==> src/rtl/pshpul_seq_pkg.sv <==
// Shared constants for the stack push/pull sequencer.
//   - Sequencer states.
//   - Register-block codes (RN_*) driven on reg_addr.
//   - Postbyte mask bit positions (MB_*).
package pshpul_seq_pkg;

  typedef enum logic [2:0] {
    ST_IDLE = 3'd0,
    ST_DEC  = 3'd1,
    ST_WR   = 3'd2,
    ST_RD   = 3'd3,
    ST_INC  = 3'd4,
    ST_DONE = 3'd5
  } state_e;

  localparam logic [3:0] RN_D  = 4'd0;
  localparam logic [3:0] RN_X  = 4'd1;
  localparam logic [3:0] RN_Y  = 4'd2;
  localparam logic [3:0] RN_U  = 4'd3;
  localparam logic [3:0] RN_S  = 4'd4;
  localparam logic [3:0] RN_PC = 4'd5;
  localparam logic [3:0] RN_A  = 4'd8;
  localparam logic [3:0] RN_B  = 4'd9;
  localparam logic [3:0] RN_CC = 4'd10;
  localparam logic [3:0] RN_DP = 4'd11;

  localparam logic [2:0] MB_CC = 3'd0;
  localparam logic [2:0] MB_A  = 3'd1;
  localparam logic [2:0] MB_B  = 3'd2;
  localparam logic [2:0] MB_DP = 3'd3;
  localparam logic [2:0] MB_X  = 3'd4;
  localparam logic [2:0] MB_Y  = 3'd5;
  localparam logic [2:0] MB_SP = 3'd6;
  localparam logic [2:0] MB_PC = 3'd7;

endpackage

==> src/rtl/pshpul_pick.sv <==
// Combinational picker for the next register in a push/pull mask.
//   rem_i     : remaining mask bits
//   is_pull_i : 1 = pull (lowest bit first), 0 = push (highest bit first)
//   use_s_i   : stack in use; decides which pointer bit 6 names
//   idx_o     : selected bit index
//   code_o    : register code for that bit
//   wide_o    : selected register is 16 bits
//   any_o     : at least one bit remains
module pshpul_pick
  import pshpul_seq_pkg::*;
(
  input  logic [7:0] rem_i,
  input  logic       is_pull_i,
  input  logic       use_s_i,
  output logic [2:0] idx_o,
  output logic [3:0] code_o,
  output logic       wide_o,
  output logic       any_o
);

  always_comb begin
    idx_o = 3'd0;
    // Later hits overwrite earlier ones, so scan direction sets the priority.
    if (is_pull_i) begin
      for (int i = 7; i >= 0; i--) begin
        if (rem_i[i]) idx_o = 3'(i);
      end
    end else begin
      for (int i = 0; i < 8; i++) begin
        if (rem_i[i]) idx_o = 3'(i);
      end
    end
  end

  always_comb begin
    code_o = RN_CC;
    case (idx_o)
      MB_PC:   code_o = RN_PC;
      MB_SP:   code_o = use_s_i ? RN_U : RN_S;
      MB_Y:    code_o = RN_Y;
      MB_X:    code_o = RN_X;
      MB_DP:   code_o = RN_DP;
      MB_B:    code_o = RN_B;
      MB_A:    code_o = RN_A;
      default: code_o = RN_CC;
    endcase
  end

  assign wide_o = idx_o[2];
  assign any_o  = |rem_i;

endmodule

==> src/rtl/pshpul_seq.sv <==
// Stack push/pull sequencer (PSHS/PSHU/PULS/PULU).
//   clk_in, reset_n        : clock, synchronous active-low reset
//   start/is_pull/use_s_in/mask : operation request, latched in IDLE
//   reg_data, reg_su       : register-block left path and selected stack pointer
//   mem_rdata, mem_ready   : memory read data and completion handshake
//   reg_addr, write_reg, data_w : register-block address / write port
//   inc_su, dec_su, use_s  : stack-pointer step strobes and stack select
//   mem_addr/mem_wdata/mem_we/mem_oe : byte memory port
//   busy, done             : status; done pulses for one cycle
module pshpul_seq
  import pshpul_seq_pkg::*;
(
  input  logic        clk_in,
  input  logic        reset_n,
  input  logic        start,
  input  logic        is_pull,
  input  logic        use_s_in,
  input  logic [7:0]  mask,
  input  logic [15:0] reg_data,
  input  logic [15:0] reg_su,
  input  logic [7:0]  mem_rdata,
  input  logic        mem_ready,
  output logic [3:0]  reg_addr,
  output logic        write_reg,
  output logic [15:0] data_w,
  output logic        inc_su,
  output logic        dec_su,
  output logic        use_s,
  output logic [15:0] mem_addr,
  output logic [7:0]  mem_wdata,
  output logic        mem_we,
  output logic        mem_oe,
  output logic        busy,
  output logic        done
);

  state_e     state_q, state_d;
  logic [7:0] rem_q, rem_d;
  logic       phase_q, phase_d;     // 0 = first byte of register, 1 = second
  logic       is_pull_q, is_pull_d;
  logic       use_s_q, use_s_d;
  logic [7:0] hi_q, hi_d;
  logic [7:0] lo_q, lo_d;

  logic       idle;
  logic [7:0] pick_rem;
  logic [2:0] pick_idx;
  logic [3:0] pick_code;
  logic       pick_wide;
  logic       pick_any;
  logic       last_byte;
  logic [7:0] rem_clr;
  state_e     byte_state;

  // In IDLE the picker looks at the incoming request so an empty mask is seen
  // before anything is latched.
  assign idle     = (state_q == ST_IDLE);
  assign pick_rem = idle ? mask : rem_q;

  pshpul_pick u_pick (
    .rem_i     (pick_rem),
    .is_pull_i (idle ? is_pull : is_pull_q),
    .use_s_i   (idle ? use_s_in : use_s_q),
    .idx_o     (pick_idx),
    .code_o    (pick_code),
    .wide_o    (pick_wide),
    .any_o     (pick_any)
  );

  assign last_byte  = !pick_wide || phase_q;
  assign rem_clr    = rem_q & ~(8'b1 << pick_idx);
  assign byte_state = is_pull_q ? ST_RD : ST_DEC;

  assign busy     = !idle;
  assign use_s    = use_s_q;
  assign mem_addr = reg_su;

  always_comb begin
    state_d   = state_q;
    rem_d     = rem_q;
    phase_d   = phase_q;
    is_pull_d = is_pull_q;
    use_s_d   = use_s_q;
    hi_d      = hi_q;
    lo_d      = lo_q;
    reg_addr  = 4'd0;
    write_reg = 1'b0;
    data_w    = 16'h0000;
    inc_su    = 1'b0;
    dec_su    = 1'b0;
    mem_wdata = 8'h00;
    mem_we    = 1'b0;
    mem_oe    = 1'b0;
    done      = 1'b0;

    case (state_q)
      ST_IDLE: begin
        if (start) begin
          is_pull_d = is_pull;
          use_s_d   = use_s_in;
          rem_d     = mask;
          phase_d   = 1'b0;
          if (!pick_any)   state_d = ST_DONE;
          else if (is_pull) state_d = ST_RD;
          else              state_d = ST_DEC;
        end
      end
      ST_DEC: begin
        reg_addr = pick_code;
        dec_su   = 1'b1;
        state_d  = ST_WR;
      end
      ST_WR: begin
        reg_addr  = pick_code;
        mem_we    = 1'b1;
        // Push sends the low byte first; 8-bit registers only ever use phase 0.
        mem_wdata = phase_q ? reg_data[15:8] : reg_data[7:0];
        if (mem_ready) begin
          if (last_byte) begin
            rem_d   = rem_clr;
            phase_d = 1'b0;
            state_d = (rem_clr != 8'h00) ? byte_state : ST_DONE;
          end else begin
            phase_d = 1'b1;
            state_d = byte_state;
          end
        end
      end
      ST_RD: begin
        reg_addr = pick_code;
        mem_oe   = 1'b1;
        if (mem_ready) begin
          // Pull fetches the high byte first for 16-bit registers.
          if (pick_wide && !phase_q) hi_d = mem_rdata;
          else                       lo_d = mem_rdata;
          state_d = ST_INC;
        end
      end
      ST_INC: begin
        reg_addr = pick_code;
        inc_su   = 1'b1;
        if (last_byte) begin
          write_reg = 1'b1;
          data_w    = pick_wide ? {hi_q, lo_q} : {8'h00, lo_q};
          rem_d     = rem_clr;
          phase_d   = 1'b0;
          state_d   = (rem_clr != 8'h00) ? byte_state : ST_DONE;
        end else begin
          phase_d = 1'b1;
          state_d = byte_state;
        end
      end
      ST_DONE: begin
        done    = 1'b1;
        state_d = ST_IDLE;
      end
      default: state_d = ST_IDLE;
    endcase
  end

  always_ff @(posedge clk_in) begin
    if (!reset_n) begin
      state_q   <= ST_IDLE;
      rem_q     <= 8'h00;
      phase_q   <= 1'b0;
      is_pull_q <= 1'b0;
      use_s_q   <= 1'b1;
    end else begin
      state_q   <= state_d;
      rem_q     <= rem_d;
      phase_q   <= phase_d;
      is_pull_q <= is_pull_d;
      use_s_q   <= use_s_d;
    end
  end

  // Pull holding bytes are pure data and are always rewritten before use.
  always_ff @(posedge clk_in) begin
    hi_q <= hi_d;
    lo_q <= lo_d;
  end

endmodule

==> config.mk <==
export PLATFORM = sky130hd
export DESIGN_NAME = pshpul_seq
export DESIGN_NICKNAME = d
export VERILOG_FILES = /design/src/rtl/pshpul_seq_pkg.sv /design/src/rtl/pshpul_pick.sv /design/src/rtl/pshpul_seq.sv
export SDC_FILE = /design/constraint.sdc
export NUM_CORES = 1
export LEC_CHECK = 0
export CORE_ASPECT_RATIO = 1.25
export CORE_MARGIN = 5
export CORE_UTILIZATION = 36
export CTS_CLUSTER_DIAMETER = 50
export CTS_CLUSTER_SIZE = 20
export DETAILED_ROUTE_END_ITERATION = 12
export PLACE_DENSITY_LB_ADDON = 0.05
export SYNTH_ARGS = -nofsm -noshare
export SYNTH_HDL_FRONTEND = slang
export SYNTH_SLANG_ARGS = --single-unit
==> constraint.sdc <==
create_clock -name clk_in -period 2.6 [get_ports clk_in]
set_input_delay 0.52 -clock clk_in [delete_from_list [all_inputs] [get_ports clk_in]]
set_output_delay 0.52 -clock clk_in [all_outputs]
set_load 0.01 [all_outputs]
## Yosys cells after proc, flatten, opt, wreduce, memory -nomap -nowiden

Cells that the tools add are included.

- Add/subtract/negate cells: 0
- $mul: 0
- Divide/modulo/power cells: 0
- Magnitude comparators: 0
- Equal/unequal tests: 15
- Shift operators: 1
- Muxes and demuxes: 51
- Bitwise logic cells: 3
- Reductions and logical operators: 15

Operators with widths:

| operator | count |
|---|---|
| 3-bit two-way mux | 20 |
| 16-bit two-way mux | 3 |
| 8-bit two-way mux | 6 |
| 4-bit case mux with 7 select lines | 1 |
| 8-bit case mux with 3 select lines | 1 |
| 3-bit equality test (second input constant) | 6 |
| 3-bit case mux with 5 select lines | 1 |
| 1-bit two-way mux | 13 |
| 3-bit by 2-bit equality test with 1-bit output (second input constant) | 4 |
| 3-bit AND reduction | 4 |
| 8-bit AND | 1 |
| 2-bit two-way mux | 4 |
| 8-bit NOT | 1 |
| 8-bit nonzero test | 1 |
| 8-bit OR reduction | 1 |
| 1-bit by 3-bit left shift with 8-bit output (first input constant) | 1 |
| 3-bit by 1-bit equality test with 1-bit output (second input constant) | 2 |
| 2-bit != test (second input constant) | 3 |
| 4-bit two-way mux | 1 |
| 4-bit OR reduction | 1 |
| 1-bit zero test | 3 |
| 3-bit zero test | 1 |
| 1-bit case mux with 3 select lines | 1 |
| 3-bit nonzero test | 1 |
| 4 further kinds | 4 |

- Bits in registers: 30
- Bits in latches: 0
- RAM bits: 0
- Memory bits (read-only): 0
- Input port bits: 54
- Output and inout port bits: 52
- Logic and storage cells: 92
- Memories kept: 0

## Logic depth before layout (Yosys ltp)

- Depth after elaboration: 19
- Mapped depth: 10
- Gate-level depth less buffers: 8

## By module

From an unflattened synthesis, not the netlist that was laid out.

- Cells, all modules: 263
- Area, all modules: 2169.6 um2

Modules (own cells, without submodules):

| module | times used | cells an instance | area an instance (um2) |
|---|---|---|---|
| pshpul_seq | 1 | 225 | 1943.1 |
| pshpul_pick | 1 | 38 | 226.5 |

## Worst setup path after synthesis

Ideal clock, no wire load.

- Kind: input to output
- Start: input port mask[7]
- End: output port data_w[14]
- Data arrival time: 2.323 ns
- Data required time: 2.080 ns
- Slack: -0.243 ns
- Stages on the path: 8
- Buffers on the path: 2
- Path through: nor4_1 -> nand3b_1 -> o31a_1 -> clkbuf_1 -> nor2_1 -> nor2b_1 -> clkbuf_1 -> and3_1

- Cells in the longest elaborated chain, start to end: 14
- Elaborated cells on any way between the ends: 16
- Those cells by class: mux (14); reduce/logical (2)

Ends and longest elaborated chain:

| item | line | source |
|---|---|---|
| start: declaration | pshpul_seq.sv:18 | `input logic [7:0] mask,` |
| 8-bit two-way mux (*) | pshpul_seq.sv:58 | `assign pick_rem = idle ? mask : rem_q;` |
| 3-bit two-way mux (8 in series) | pshpul_pick.sv:26 | `if (rem_i[i]) idx_o = 3'(i);` |
| 3-bit two-way mux (*) | pshpul_pick.sv:24 | `if (is_pull_i) begin` |
| 1-bit zero test | pshpul_seq.sv:70 | `assign last_byte = !pick_wide \|\| phase_q;` |
| 1-bit logical OR | pshpul_seq.sv:70 |  |
| 16-bit two-way mux (*) | pshpul_seq.sv:142 | `if (last_byte) begin` |
| 16-bit two-way mux (*) | pshpul_seq.sv:96 | `case (state_q)` |
| end: declaration | pshpul_seq.sv:25 | `output logic [15:0] data_w,` |

Mark *: on every way between the ends. The rest lies on a longest branch, timed or not.

## Final worst setup path

- Start: input port mask[7]
- End: output port reg_addr[1]

- Cells in the longest elaborated chain, start to end: 13
- Elaborated cells on any way between the ends: 20
- Those cells by class: eq/ne (7); mux (13)

Ends and longest elaborated chain:

| item | line | source |
|---|---|---|
| 8-bit two-way mux (*) | pshpul_seq.sv:58 |  |
| 3-bit two-way mux (8 in series) | pshpul_pick.sv:26 |  |
| 3-bit two-way mux (*) | pshpul_pick.sv:24 |  |
| 3-bit by 1-bit equality test with 1-bit output (tied with other cells) | pshpul_pick.sv:37 | `case (idx_o)` |
| 4-bit case mux with 7 select lines (*) | pshpul_pick.sv:37 |  |
| 4-bit two-way mux (*) | pshpul_seq.sv:96 |  |
| end: declaration | pshpul_seq.sv:23 | `output logic [3:0] reg_addr,` |

Marks and branches as above.

==> results.yml <==
global_route:
  grt.total_usage_pct: 18.8
  grt_pass1_vias: 2307
  grt_start_max_net_pins: 13
  grt_pass1_wl_um: 11100
  grt_overflow: 0
  antenna_found_initial: 0
cts:
  cts_buffers: 5
  cts_tree: "yes"
  clock_path_buffers: 2
  cts_root_buf: "clkbuf_8"
  ctsHtreeMaxLevel: 2
  clk_latency_ns: 0.28
  cts_sinks: 30
  clk_pin_slew_ns: 0.06
routing:
  first_pass_iters: 4
  drc_errors: 0
  first_iter_violations: 114
  ant_nets: 0
  routedWlPerCell_um: 16.1
  viasPerCell: 5.32
  routed_wirelength_um: 7170
  vias: 2367
timing:
  fin_crit_ns: 2.68
  hold_viol_final: 0
  rsz0062_at_grt: "true"
  max_freq_mhz: 373
  post-route-period-util_pct: 103
  setup-tns-final_ns: -0.593
  finClkSkew_ns: 0.00742
  fin_ws_ns: -0.0821
  slew_violations: 0
  timing.slew.headroom_pct: 69.7
  hold_slack_ns: 0.536
  setup_viol: 19
  worstMarginPinSlew_ns: 0.442
synthesis:
  yosysWarnings: 0
  synth-simple-area-share_pct: 25.4
  ys_seq_area_share_pct: 36.5
  yosysUniqueCellTypes: 57
  async_reset_ff_share_pct: 0
  synth_area_per_cell_um2: 8.42
  synth_compound_area_share_pct: 22.4
  synth_top_family_by_area: "simple AND/OR/NAND/NOR gates"
  ys.flop_type: "edfxtp_1"
  synth_area_leaders: "edfxtp_1 (23%), dfxtp_1 (13%), a21oi_1 (6.2%), buf_4 (5.8%), nor2_1 (5.4%)"
  synthMuxAreaShare_pct: 5.28
  synth_top_area_share_pct: 23.0
  syn_nets: 302
  synthXorXnorAreaFrac_pct: 0.420
  synthCells: 248
  synth_edf_count: 16
  synth.largest_area_cell: "edfxtp_1"
  synth_fa_ha_area_share_pct: 0
  ys_ff_latch: 30
  synth.cell_area_um2: 2090
die:
  design.die.area_um2: 7430
  die_w_um: 78.1
  rows: 31
  initial_core_util_pct: 36.6
  core_region_area_um2: 5700
  ios: 106
  die_y_um: 95.1
worst_setup_path:
  worstSetupEndpointType: "output pin"
  arrival_ns: 2.16
  crit_top_cell: "buf_6"
  path_class: "in2out"
  critical-path-max-stage-delay_ns: 0.54
  crit_path_top_delay_cell: "or4_4"
  cp.required_ns: 2.08
  cp_max_fo: 4
  path_cells: "buf_6 > or4_4 > o311ai_4 > a21oi_2 > or2_4 > buf_6 > nand2_4 > nor2_4 > nor3_2 > a211oi_2 > buf_2"
  crit_path_start_kind: "input pin"
min_path:
  hp-class: "reg2reg"
power:
  pwr-share-comb_pct: 70.2
  power.static_leakage_nw: 1.52
  cellInternalPower_mw: 1.95
  p_clk_share_pct: 11.6
  p_seq_share_pct: 18.3
  p_sw_mw: 1.35
  irDropWorstVdd_uv: 486
  power_mw: 3.30
  powerDensity_nw_per_um2: 914
  switching_share_pct: 40.9
cells_and_area:
  num-fill-cells: 500
  fin_nets: 432
  final_cell_mix: "buf_4 (63), clkdlybuf4s50_1 (43), a21oi_1 (24), buf_6 (24), nor2_1 (21)"
  antennaDiodeCount: 0
  layout_commonest_cell: "buf_4"
  final_core_util_pct: 63.3
  drive_gt1_share_pct: 43.3
  syn2layout_area_growth_pct: 72.8
placed_design:
  hpwl_um: 5320
  gp_congestion: 0.886
  port_buffers: 73
status:
  status: "finished with violations"
  violations: "setup timing"
flow_run:
  maxCapViolations: 0
==> final timing paths <==
| kind | from | endpoint | slack, ns | cells after the start |
|---|---|---|---|---|
| worst max register to register | state_q[0] | state_q[1] | 0.06 | 11 |
| worst min-delay path | is_pull_q | is_pull_q | 0.54 | 2 |
| worst max-delay path | mask[7] | reg_addr[1] | -0.08 | 11 |
| worst min register to register | is_pull_q | is_pull_q | 0.54 | 2 |
==> sequential cells by signal, summed over array words and instances (netlist names) <==
| signal | count |
|---|---|
| hi_q | 8 |
| lo_q | 8 |
| rem_q | 8 |
| state_q | 3 |
| is_pull_q | 1 |
| phase_q | 1 |
| use_s | 1 |
==> power groups by stage <==
stage | combinational, mW | sequential [mW] | clock (mW)
after floorplan | 0.954 | 0.617 | 0
after global placement | 1.84 | 0.606 | 0
after detailed placement | 1.84 | 0.606 | 0
after CTS | 2.12 | 0.598 | 0.386
after global routing | 2.48 | 0.610 | 0.405
final | 2.31 | 0.602 | 0.382
==> cell usage after synthesis, types with 2 or more instances <==
master / instances
dfxtp_1: 14
mux2i_1: 11
nor3b_1: 3
edfxtp_1: 16
a211oi_1: 3
or3_1: 2
buf_2: 2
o31ai_1: 6
nand4_1: 4
nor3_1: 7
nor4_1: 4
nand2b_1: 2
or2_2: 2
nand2_1: 16
inv_2: 2
buf_4: 16
clkbuf_1: 7
nor2_1: 30
o21ai_0: 10
a31oi_1: 5
a21oi_1: 26
and2_1: 8
inv_1: 8
nor2b_1: 3
and3_1: 9
==> layout make-up <==
| cell class | count | area, µm² | area share (%) |
|---|---|---|---|
| Multi-Input combinational cell | 181 | 1330 | 36.9 |
| Timing Repair Buffer | 150 | 1300 | 36.1 |
| Sequential cell | 30 | 762 | 21.1 |
| Clock buffer | 8 | 90.1 | 2.50 |
| Tap cell | 66 | 82.6 | 2.29 |
| Inverter | 10 | 37.5 | 1.04 |
==> kinds of logic (layout without fill, tap and decap cells) <==
logic type	Yosys count	in the layout
AND/OR/NAND/NOR	100	100
multiplexers	11	11
XOR/XNOR	1	1
AO/OA/AOI/OAI	69	69
buffers and inverters	37	168
flip-flops	30	30
==> metrics by stage <==
step / worst slack [ns] / instance area [µm²] / instances
floorplan: 0.0197 / 2100 / 248
global placement: -0.877 / 3220 / 423
detailed placement: -0.906 / 3220 / 423
CTS: -0.115 / 3510 / 443
global route: -0.179 / 3610 / 445
finish: -0.0821 / 3610 / 445
==> worst max-delay path: cells and delay by family <==
family | cells | cell delay (ns)
AO/OA/AOI/OAI | 3 | 0.20
buffers and inverters | 3 | 0.39
AND/OR/NAND/NOR | 5 | 1.07
==> metal layers <==
| metal | wire length, µm | vias up | global-route usage [%] |
|---|---|---|---|
| li1 | - | 1161 | - |
| met1 | 2800 | 1110 | 19.7 |
| met2 | 3810 | 79 | 34.8 |
| met3 | 387 | 17 | 5.39 |
| met4 | 173 | 0 | 7.75 |
| met5 | 0 | - | 0 |
==> what timing repair did <==
item                       in CTS  in global routing
resized for setup             155                 33
setup endpoints to repair      23                 33
pin swaps                      17                 15
gates cloned                    1                  0
hold buffers                    0                  0
setup buffers                  11                  6
Power figures use the tool's default switching activity.
